[src/rtl/rob_multi.sv]
// Reorder buffer: in-order allocate, out-of-order complete, in-order commit of up to COMMIT_W entries per cycle.
// Latency: writeback in cycle N is committed in cycle N+1 at the earliest; lookups and commit outputs are combinational.
// Backpressure: alloc_ready_o drops when all DEPTH entries are occupied; a commit in the same cycle does not free a slot until the next cycle.
//
// Ports:
//   clk_i, rstn_i                      clock, asynchronous active-low reset
//   alloc_*                            decode allocation at tail; alloc_idx_o is the tail index handed out
//   wb_*                               writeback completion of entry wb_idx_i (result, branch outcome)
//   commit_*                           per-lane retire bundle, lane 0 oldest; flush_o/flush_pc_o redirect fetch
//   count_o                            occupied entries
//   rs_addr_i, hazard_o, hazard_idx_o,
//   completed_o, result_o              two RAW lookup ports; slot 0 is rs1, slot 1 is rs2
//
// Optional feature: define ROB_WB_BYPASS_EN to forward the writeback bus into the lookup ports in the same cycle.
module rob_multi #(
  parameter int DEPTH    = 8,
  parameter int COMMIT_W = 2,
  parameter int IDX_W    = $clog2(DEPTH)
) (
  input  logic                   clk_i,
  input  logic                   rstn_i,
  input  logic                   alloc_valid_i,
  input  logic [31:0]            alloc_pc_i,
  input  logic [31:0]            alloc_instr_i,
  input  logic [4:0]             alloc_rd_i,
  input  logic                   alloc_we_i,
  output logic                   alloc_ready_o,
  output logic [IDX_W-1:0]       alloc_idx_o,
  input  logic                   wb_valid_i,
  input  logic [IDX_W-1:0]       wb_idx_i,
  input  logic [31:0]            wb_result_i,
  input  logic                   wb_branch_taken_i,
  input  logic [31:0]            wb_new_pc_i,
  output logic [COMMIT_W-1:0]    commit_valid_o,
  output logic [COMMIT_W*32-1:0] commit_pc_o,
  output logic [COMMIT_W*32-1:0] commit_instr_o,
  output logic [COMMIT_W*5-1:0]  commit_rd_o,
  output logic [COMMIT_W*32-1:0] commit_result_o,
  output logic [COMMIT_W-1:0]    commit_we_o,
  output logic                   flush_o,
  output logic [31:0]            flush_pc_o,
  output logic [IDX_W:0]         count_o,
  input  logic [9:0]             rs_addr_i,
  output logic [1:0]             hazard_o,
  output logic [2*IDX_W-1:0]     hazard_idx_o,
  output logic [1:0]             completed_o,
  output logic [63:0]            result_o
);

  localparam int CNT_W = IDX_W + 1;

  // Fields written at allocation time.
  typedef struct packed {
    logic [31:0] pc;
    logic [31:0] instr;
    logic [4:0]  rd;
    logic        we;
  } alloc_ent_t;

  // Fields written at writeback time.
  typedef struct packed {
    logic [31:0] result;
    logic        branch_taken;
    logic [31:0] new_pc;
  } wb_ent_t;

  logic [DEPTH-1:0] valid_q;
  logic [DEPTH-1:0] done_q;
  alloc_ent_t       ent_a_q [DEPTH];
  wb_ent_t          ent_w_q [DEPTH];
  logic [IDX_W-1:0] head_q;
  logic [IDX_W-1:0] tail_q;
  logic [CNT_W-1:0] count_q;

  logic [COMMIT_W-1:0] lane_vld;
  logic [CNT_W-1:0]    n_commit;
  logic                flush;
  logic [31:0]         flush_pc;
  logic                alloc_fire;
  logic                wb_fire;
  logic [IDX_W-1:0]    head_nxt;

  // ---------------------------------------------------------------------------
  // Commit: walk lanes from the head; a lane may retire only if every older
  // lane retires and none of them is a taken branch (younger work is squashed).
  // ---------------------------------------------------------------------------
  always_comb begin
    logic [IDX_W-1:0] idx;
    logic             older_ok;
    lane_vld        = '0;
    n_commit        = '0;
    flush           = 1'b0;
    flush_pc        = '0;
    commit_pc_o     = '0;
    commit_instr_o  = '0;
    commit_rd_o     = '0;
    commit_result_o = '0;
    commit_we_o     = '0;
    idx             = head_q;
    older_ok        = 1'b1;
    for (int l = 0; l < COMMIT_W; l++) begin
      idx = head_q + IDX_W'(l);
      if (older_ok && valid_q[idx] && done_q[idx]) begin
        lane_vld[l]                = 1'b1;
        n_commit                   = n_commit + CNT_W'(1);
        commit_pc_o[l*32 +: 32]     = ent_a_q[idx].pc;
        commit_instr_o[l*32 +: 32]  = ent_a_q[idx].instr;
        commit_rd_o[l*5 +: 5]       = ent_a_q[idx].rd;
        commit_result_o[l*32 +: 32] = ent_w_q[idx].result;
        commit_we_o[l]             = ent_a_q[idx].we && (ent_a_q[idx].rd != 5'd0);
        if (ent_w_q[idx].branch_taken) begin
          flush    = 1'b1;
          flush_pc = ent_w_q[idx].new_pc;
        end
        older_ok = !ent_w_q[idx].branch_taken;
      end else begin
        older_ok = 1'b0;
      end
    end
  end

  assign commit_valid_o = lane_vld;
  assign flush_o        = flush;
  assign flush_pc_o     = flush_pc;
  assign count_o        = count_q;
  assign alloc_idx_o    = tail_q;

  // Readiness looks only at the registered count so a slot freed by this
  // cycle's commit is never handed out in the same cycle.
  assign alloc_ready_o = (count_q < CNT_W'(DEPTH));
  assign alloc_fire    = alloc_valid_i && alloc_ready_o && !flush;
  assign wb_fire       = wb_valid_i && valid_q[wb_idx_i] && !flush;
  assign head_nxt      = head_q + n_commit[IDX_W-1:0];

  // ---------------------------------------------------------------------------
  // Control state
  // ---------------------------------------------------------------------------
  always_ff @(posedge clk_i or negedge rstn_i) begin
    if (!rstn_i) begin
      valid_q <= '0;
      done_q  <= '0;
      head_q  <= '0;
      tail_q  <= '0;
      count_q <= '0;
    end else begin
      head_q <= head_nxt;
      if (flush) begin
        // The branch and anything older retire; everything younger vanishes.
        valid_q <= '0;
        done_q  <= '0;
        tail_q  <= head_nxt;
        count_q <= '0;
      end else begin
        // Writeback first so a retiring entry still ends up cleared below.
        if (wb_fire) begin
          done_q[wb_idx_i] <= 1'b1;
        end
        for (int l = 0; l < COMMIT_W; l++) begin
          if (lane_vld[l]) begin
            valid_q[head_q + IDX_W'(l)] <= 1'b0;
            done_q[head_q + IDX_W'(l)]  <= 1'b0;
          end
        end
        if (alloc_fire) begin
          valid_q[tail_q] <= 1'b1;
          done_q[tail_q]  <= 1'b0;
          tail_q          <= tail_q + IDX_W'(1);
        end
        count_q <= count_q + CNT_W'(alloc_fire) - n_commit;
      end
    end
  end

  // Payload needs no reset: it is only observed through valid/done-qualified paths.
  always_ff @(posedge clk_i) begin
    if (alloc_fire) begin
      ent_a_q[tail_q] <= '{pc: alloc_pc_i, instr: alloc_instr_i, rd: alloc_rd_i, we: alloc_we_i};
    end
    if (wb_fire) begin
      ent_w_q[wb_idx_i] <= '{result: wb_result_i, branch_taken: wb_branch_taken_i,
                             new_pc: wb_new_pc_i};
    end
  end

  // ---------------------------------------------------------------------------
  // Operand lookup: scan oldest to youngest from the head so the last hit is
  // the youngest producer. Entries retiring this cycle still match.
  // ---------------------------------------------------------------------------
  always_comb begin
    logic [4:0]       addr;
    logic [IDX_W-1:0] idx;
    logic             hit;
    logic [IDX_W-1:0] hit_idx;
    logic             hit_done;
    logic [31:0]      hit_res;
    hazard_o     = '0;
    hazard_idx_o = '0;
    completed_o  = '0;
    result_o     = '0;
    addr         = '0;
    idx          = '0;
    for (int s = 0; s < 2; s++) begin
      addr     = rs_addr_i[s*5 +: 5];
      hit      = 1'b0;
      hit_idx  = '0;
      hit_done = 1'b0;
      hit_res  = '0;
      for (int i = 0; i < DEPTH; i++) begin
        idx = head_q + IDX_W'(i);
        if (valid_q[idx] && ent_a_q[idx].we && (ent_a_q[idx].rd == addr) && (addr != 5'd0)) begin
          hit      = 1'b1;
          hit_idx  = idx;
          hit_done = done_q[idx];
          hit_res  = done_q[idx] ? ent_w_q[idx].result : 32'd0;
        end
      end
`ifdef ROB_WB_BYPASS_EN
      // Producer completing right now: hand its result to decode immediately.
      if (hit && wb_valid_i && (wb_idx_i == hit_idx)) begin
        hit_done = 1'b1;
        hit_res  = wb_result_i;
      end
`else
`endif
      hazard_o[s]                   = hit;
      hazard_idx_o[s*IDX_W +: IDX_W] = hit_idx;
      completed_o[s]                = hit_done;
      result_o[s*32 +: 32]           = hit_res;
    end
  end

endmodule

[config.mk]
export PLATFORM = sky130hd
export DESIGN_NAME = rob_multi
export DESIGN_NICKNAME = d
export VERILOG_FILES = /design/src/rtl/rob_multi.sv
export SDC_FILE = /design/constraint.sdc
export NUM_CORES = 2
export LEC_CHECK = 0
export CAP_MARGIN = 20
export CORE_MARGIN = 2
export CORE_UTILIZATION = 40
export DETAILED_ROUTE_END_ITERATION = 6
export GPL_ROUTABILITY_DRIVEN = 0
export PLACE_DENSITY_LB_ADDON = 0.08
export SYNTH_ARGS = -nofsm -noshare
export SYNTH_HDL_FRONTEND = slang
export SYNTH_SLANG_ARGS = --single-unit
[constraint.sdc]
create_clock -name clk_i -period 33.3 [get_ports clk_i]
set_input_delay 6.66 -clock clk_i [delete_from_list [all_inputs] [get_ports clk_i]]
set_output_delay 6.66 -clock clk_i [all_outputs]
set_load 0.005 [all_outputs]
==> results.tsv <==
stage	metric	value	unit
synthesis	synthesized area per cell	12.63	um2
synthesis	Netlist Area Pre-Place	0.06525	mm2
sta	Slew @ Worst Pin	1.186	ns
routing	Antenna Nets Post-Route	0	
sta	setup TNS	0	ns
die	initial core utilization	40.18	%
die	Die ar.	0.1664	mm2
worst_setup_path	worst endpoint data arrival time	11.40	ns
placement	detailed-placement wirelength estimate	143.4	mm
worst_setup_path	Max stage delay on crit path	0.85	ns
synthesis	Top FF cell, synth	edfxtp_1	
worst_setup_path	crit path kind	input port to output pin	
global_routing	number of global-route vias before repair	48793	
die	Die Ht	407.9	um
final_layout	share of layout cells above drive strength 1	17.30	%
routing	mean routed wirelength per cell	31.14	um
global_routing	largest net degree at the start of global routing	130	
synthesis	Post-Syn Nets	5334	
status	status	completed	
power	Switch Pwr	705.3	uW
hold_path	hold depth	1	
synthesis	Yosys warning count	0	
power	Net Sw Frac	22.73	%
clock_network	CTS max path bufs	3	
sta	slew margin rel.	20.92	%
placement	DP Worst Slack	15.38	ns
power	power per standard cell area	41.02	mW/mm2
worst_setup_path	Critical Path End Type	output pin	
routing	DRT iter0 DRCs	5368	
worst_setup_path	WP buf/inv	4	
routing	Pre-Repair DR Iteration Count	6	
global_routing	initial antenna violation count	35	
global_routing	first-pass GRT wire length	344.6	mm
power	internal power	2.398	mW
final_layout	Final Instance Count excl. Fillers	7684	
final_layout	Layout area overhead	15.96	%
placement	IO Port Bufs	472	
clock_network	post_cts resized	0	
worst_setup_path	CP max stage cell	clkdlybuf4s50_1	
routing	final wirelength	239.3	mm
synthesis	post-synth cell types	85	
power	sequential power share	49.8	%
final_layout	fin util	46.59	%
global_routing	gr usage total	28.11	%
clock_network	latest clock arrival within the worst-skew pair	0.78	ns
die	die width	407.9	um
synthesis	Post-synth EDFFs	1080	
global_routing	grt total ovfl	0	
power	clock group share of total power	44.7	%
sta	final setup fails	0	
sta	final clock skew	0.03178	ns
synthesis	cells after synthesis	5166	
sta	highest clock rate	0.05538	GHz
sta	unrepaired setup endpoints after global routing	no	
clock_network	Root Driver	clkbuf_16	
worst_setup_path	FF-to-FF path depth	14	
worst_setup_path	number of stages on the worst setup path	12	
power	Combinational Power Share	5.5	%
placement	Inst Count DP	7444	
sta	part of the cycle the worst path needs	54.23	%
synthesis	FFs w/ async S/R, synth	2.351	%
routing	DR vias/cell	6.466	
sta	Slew Viols, Final	0	
clock_network	H-tree Lvls	4	
worst_setup_path	crit-path max FO	18	
clock_network	clk sink count	1106	
clock_network	CTS tree	built	
routing	detailed-route via count	49682	
power	static leakage	23.84	nW
worst_setup_path	crit-path cells	clkdlybuf4s50_1 -> nor2_1 -> and2_1 -> nor2_1 -> mux2i_1 -> nor3_1 -> buf_4 -> nand3b_1 -> buf_4 -> o22ai_1 -> o31ai_1 -> clkdlybuf4s50_1	
clock_network	Num CTS Buffers	132	
routing	number of remaining DRC errors	0	
hold_path	Hold WC Path Type	register to register	
worst_setup_path	CP Launch Type	input port	
final_layout	Layout Nets	5571	
clock_network	Post-CTS Setup Inserts	0	
worst_setup_path	WP data required	26.64	ns
sta	Hold Violations, Final	0	
synthesis	synthesis-stage register bit count	1106	
die	I/O pins	473	
synthesis	sequential fraction of the synthesis area	50.70	%
power	Max VDD drop	0.03563	mV
clock_network	hold_buf cts	0	
sta	Hold WS	0.5861	ns
die	core box area	0.1624	mm2
worst_setup_path	crit-path leading delay family	buffers and inverters	
die	std cell rows	148	
job	Max-Cap Viols	0	
clock_network	Worst-path clk slew	0.06	ns
sta	final worst slack	15.24	ns
sta	min Tclk post-route	18.06	ns
==> worst paths after layout <==
| check | startpoint | to | slack (ns) |
|---|---|---|---|
| max | rs_addr_i[3] | result_o[13] | 15.24 |
| min | done_q[0]$_DFF_PN0_ | done_q[0]$_DFF_PN0_ | 0.59 |
| max reg2reg | head_q[1]$_DFF_PN0_ | ent_w_q[0][55]$_DFFE_PP_ | 24.51 |
| min reg2reg | done_q[0]$_DFF_PN0_ | done_q[0]$_DFF_PN0_ | 0.59 |
| min in group asynchronous | rstn_i | count_o[2]$_DFF_PN0_ | 6.28 |
| max in group asynchronous | rstn_i | head_q[0]$_DFF_PN0_ | 26.71 |
==> routing by layer <==
layer / GRT usage (%) / vias up / part of all wire, %
li1: - / 20944 / -
met1: 36.84 / 25507 / 40
met2: 44.41 / 2629 / 46
met3: 7.656 / 558 / 10
met4: 10.96 / 44 / 3.9
met5: 0 / - / 0.11
==> power groups by stage <==
stage / clock, mW / sequential [mW] / combinational, mW
floorplan: 0 / 1.57 / 0.0731
global placement: 0 / 1.57 / 0.165
detailed placement: 0 / 1.57 / 0.164
CTS: 1.42 / 1.54 / 0.165
global route: 1.47 / 1.55 / 0.176
finish: 1.39 / 1.55 / 0.170
==> sequential cells by signal, indices dropped and copies added, names as in the netlist <==
name         count
ent_w_q        520
alloc_idx_o      3
done_q           8
valid_q          8
ent_a_q        560
count_o          4
head_q           3
==> synthesized netlist by cell type, types with 17 or more instances <==
master | instances | share of area [%]
a21o_1 | 73 | 0.84
a21oi_1 | 279 | 2.1
a221oi_1 | 44 | 0.59
a22oi_1 | 39 | 0.45
a311oi_1 | 29 | 0.39
a31oi_1 | 80 | 0.77
a32oi_1 | 45 | 0.60
and3_1 | 22 | 0.21
buf_1 | 43 | 0.25
buf_2 | 103 | 0.79
buf_4 | 48 | 0.55
buf_6 | 21 | 0.36
clkbuf_1 | 264 | 1.5
dfrtp_1 | 26 | 1.0
edfxtp_1 | 1080 | 50
inv_1 | 19 | 0.11
mux2i_1 | 239 | 3.7
mux4_2 | 547 | 19
nand2_1 | 964 | 5.5
nand3_1 | 96 | 0.74
nor2_1 | 262 | 1.5
nor3_1 | 87 | 0.67
o211ai_1 | 28 | 0.32
o21ai_0 | 107 | 0.82
o21ai_1 | 25 | 0.19
o221ai_1 | 63 | 0.85
o22ai_1 | 126 | 1.2
o31ai_1 | 49 | 0.56
or2_2 | 27 | 0.26
or3_1 | 17 | 0.16
xnor2_1 | 49 | 0.66
xor2_1 | 41 | 0.55
==> layout by cell type, fill, tap and decap left out, types with 95 or more instances in the layout <==
master           synthesis  final
nand2_1                964    963
mux4_2                 547    547
mux2i_1                239    233
a21oi_1                279    279
buf_4                   48    113
nand3_1                 96     95
o21ai_0                107    107
clkdlybuf4s50_1          0    472
o22ai_1                126    126
clkbuf_16                0    134
nor2_1                 262    258
edfxtp_1              1080   1080
==> logic make-up (layout without fill, tap and decap cells) <==
group,after synthesis,in the layout,share of synthesized area [%]
simple gates,1548,1548,9.912
xor+xnor,92,92,1.258
flops,1106,1106,50.70
fa+ha+maj,16,16,0.3298
buf+inv,509,841,3.787
other cells,0,11,0
mux,792,792,22.65
compound gates,1103,1103,11.36
==> area by class of cell <==
cell class / instances / area (um2)
Clock buffer: 163 / 3462
Tap cell: 2175 / 2721
Clock inverter: 66 / 615.6
Sequential cell: 1106 / 33090
Inverter: 23 / 103.9
Multi-Input combinational cell: 3551 / 29980
Antenna cell: 11 / 27.53
Timing Repair Buffer: 589 / 5653
Fill cell: 14510 / 86740
==> metrics by stage <==
stage	cell area [um2]	total power, mW
3_3_place_gp	71550	1.738
6_report	75660	3.103
3_5_place_dp	71550	1.738
2_1_floorplan	65250	1.645
4_1_cts	75630	3.127
5_1_grt	75650	3.189
Note: power is estimated with default switching activity, not from simulation.
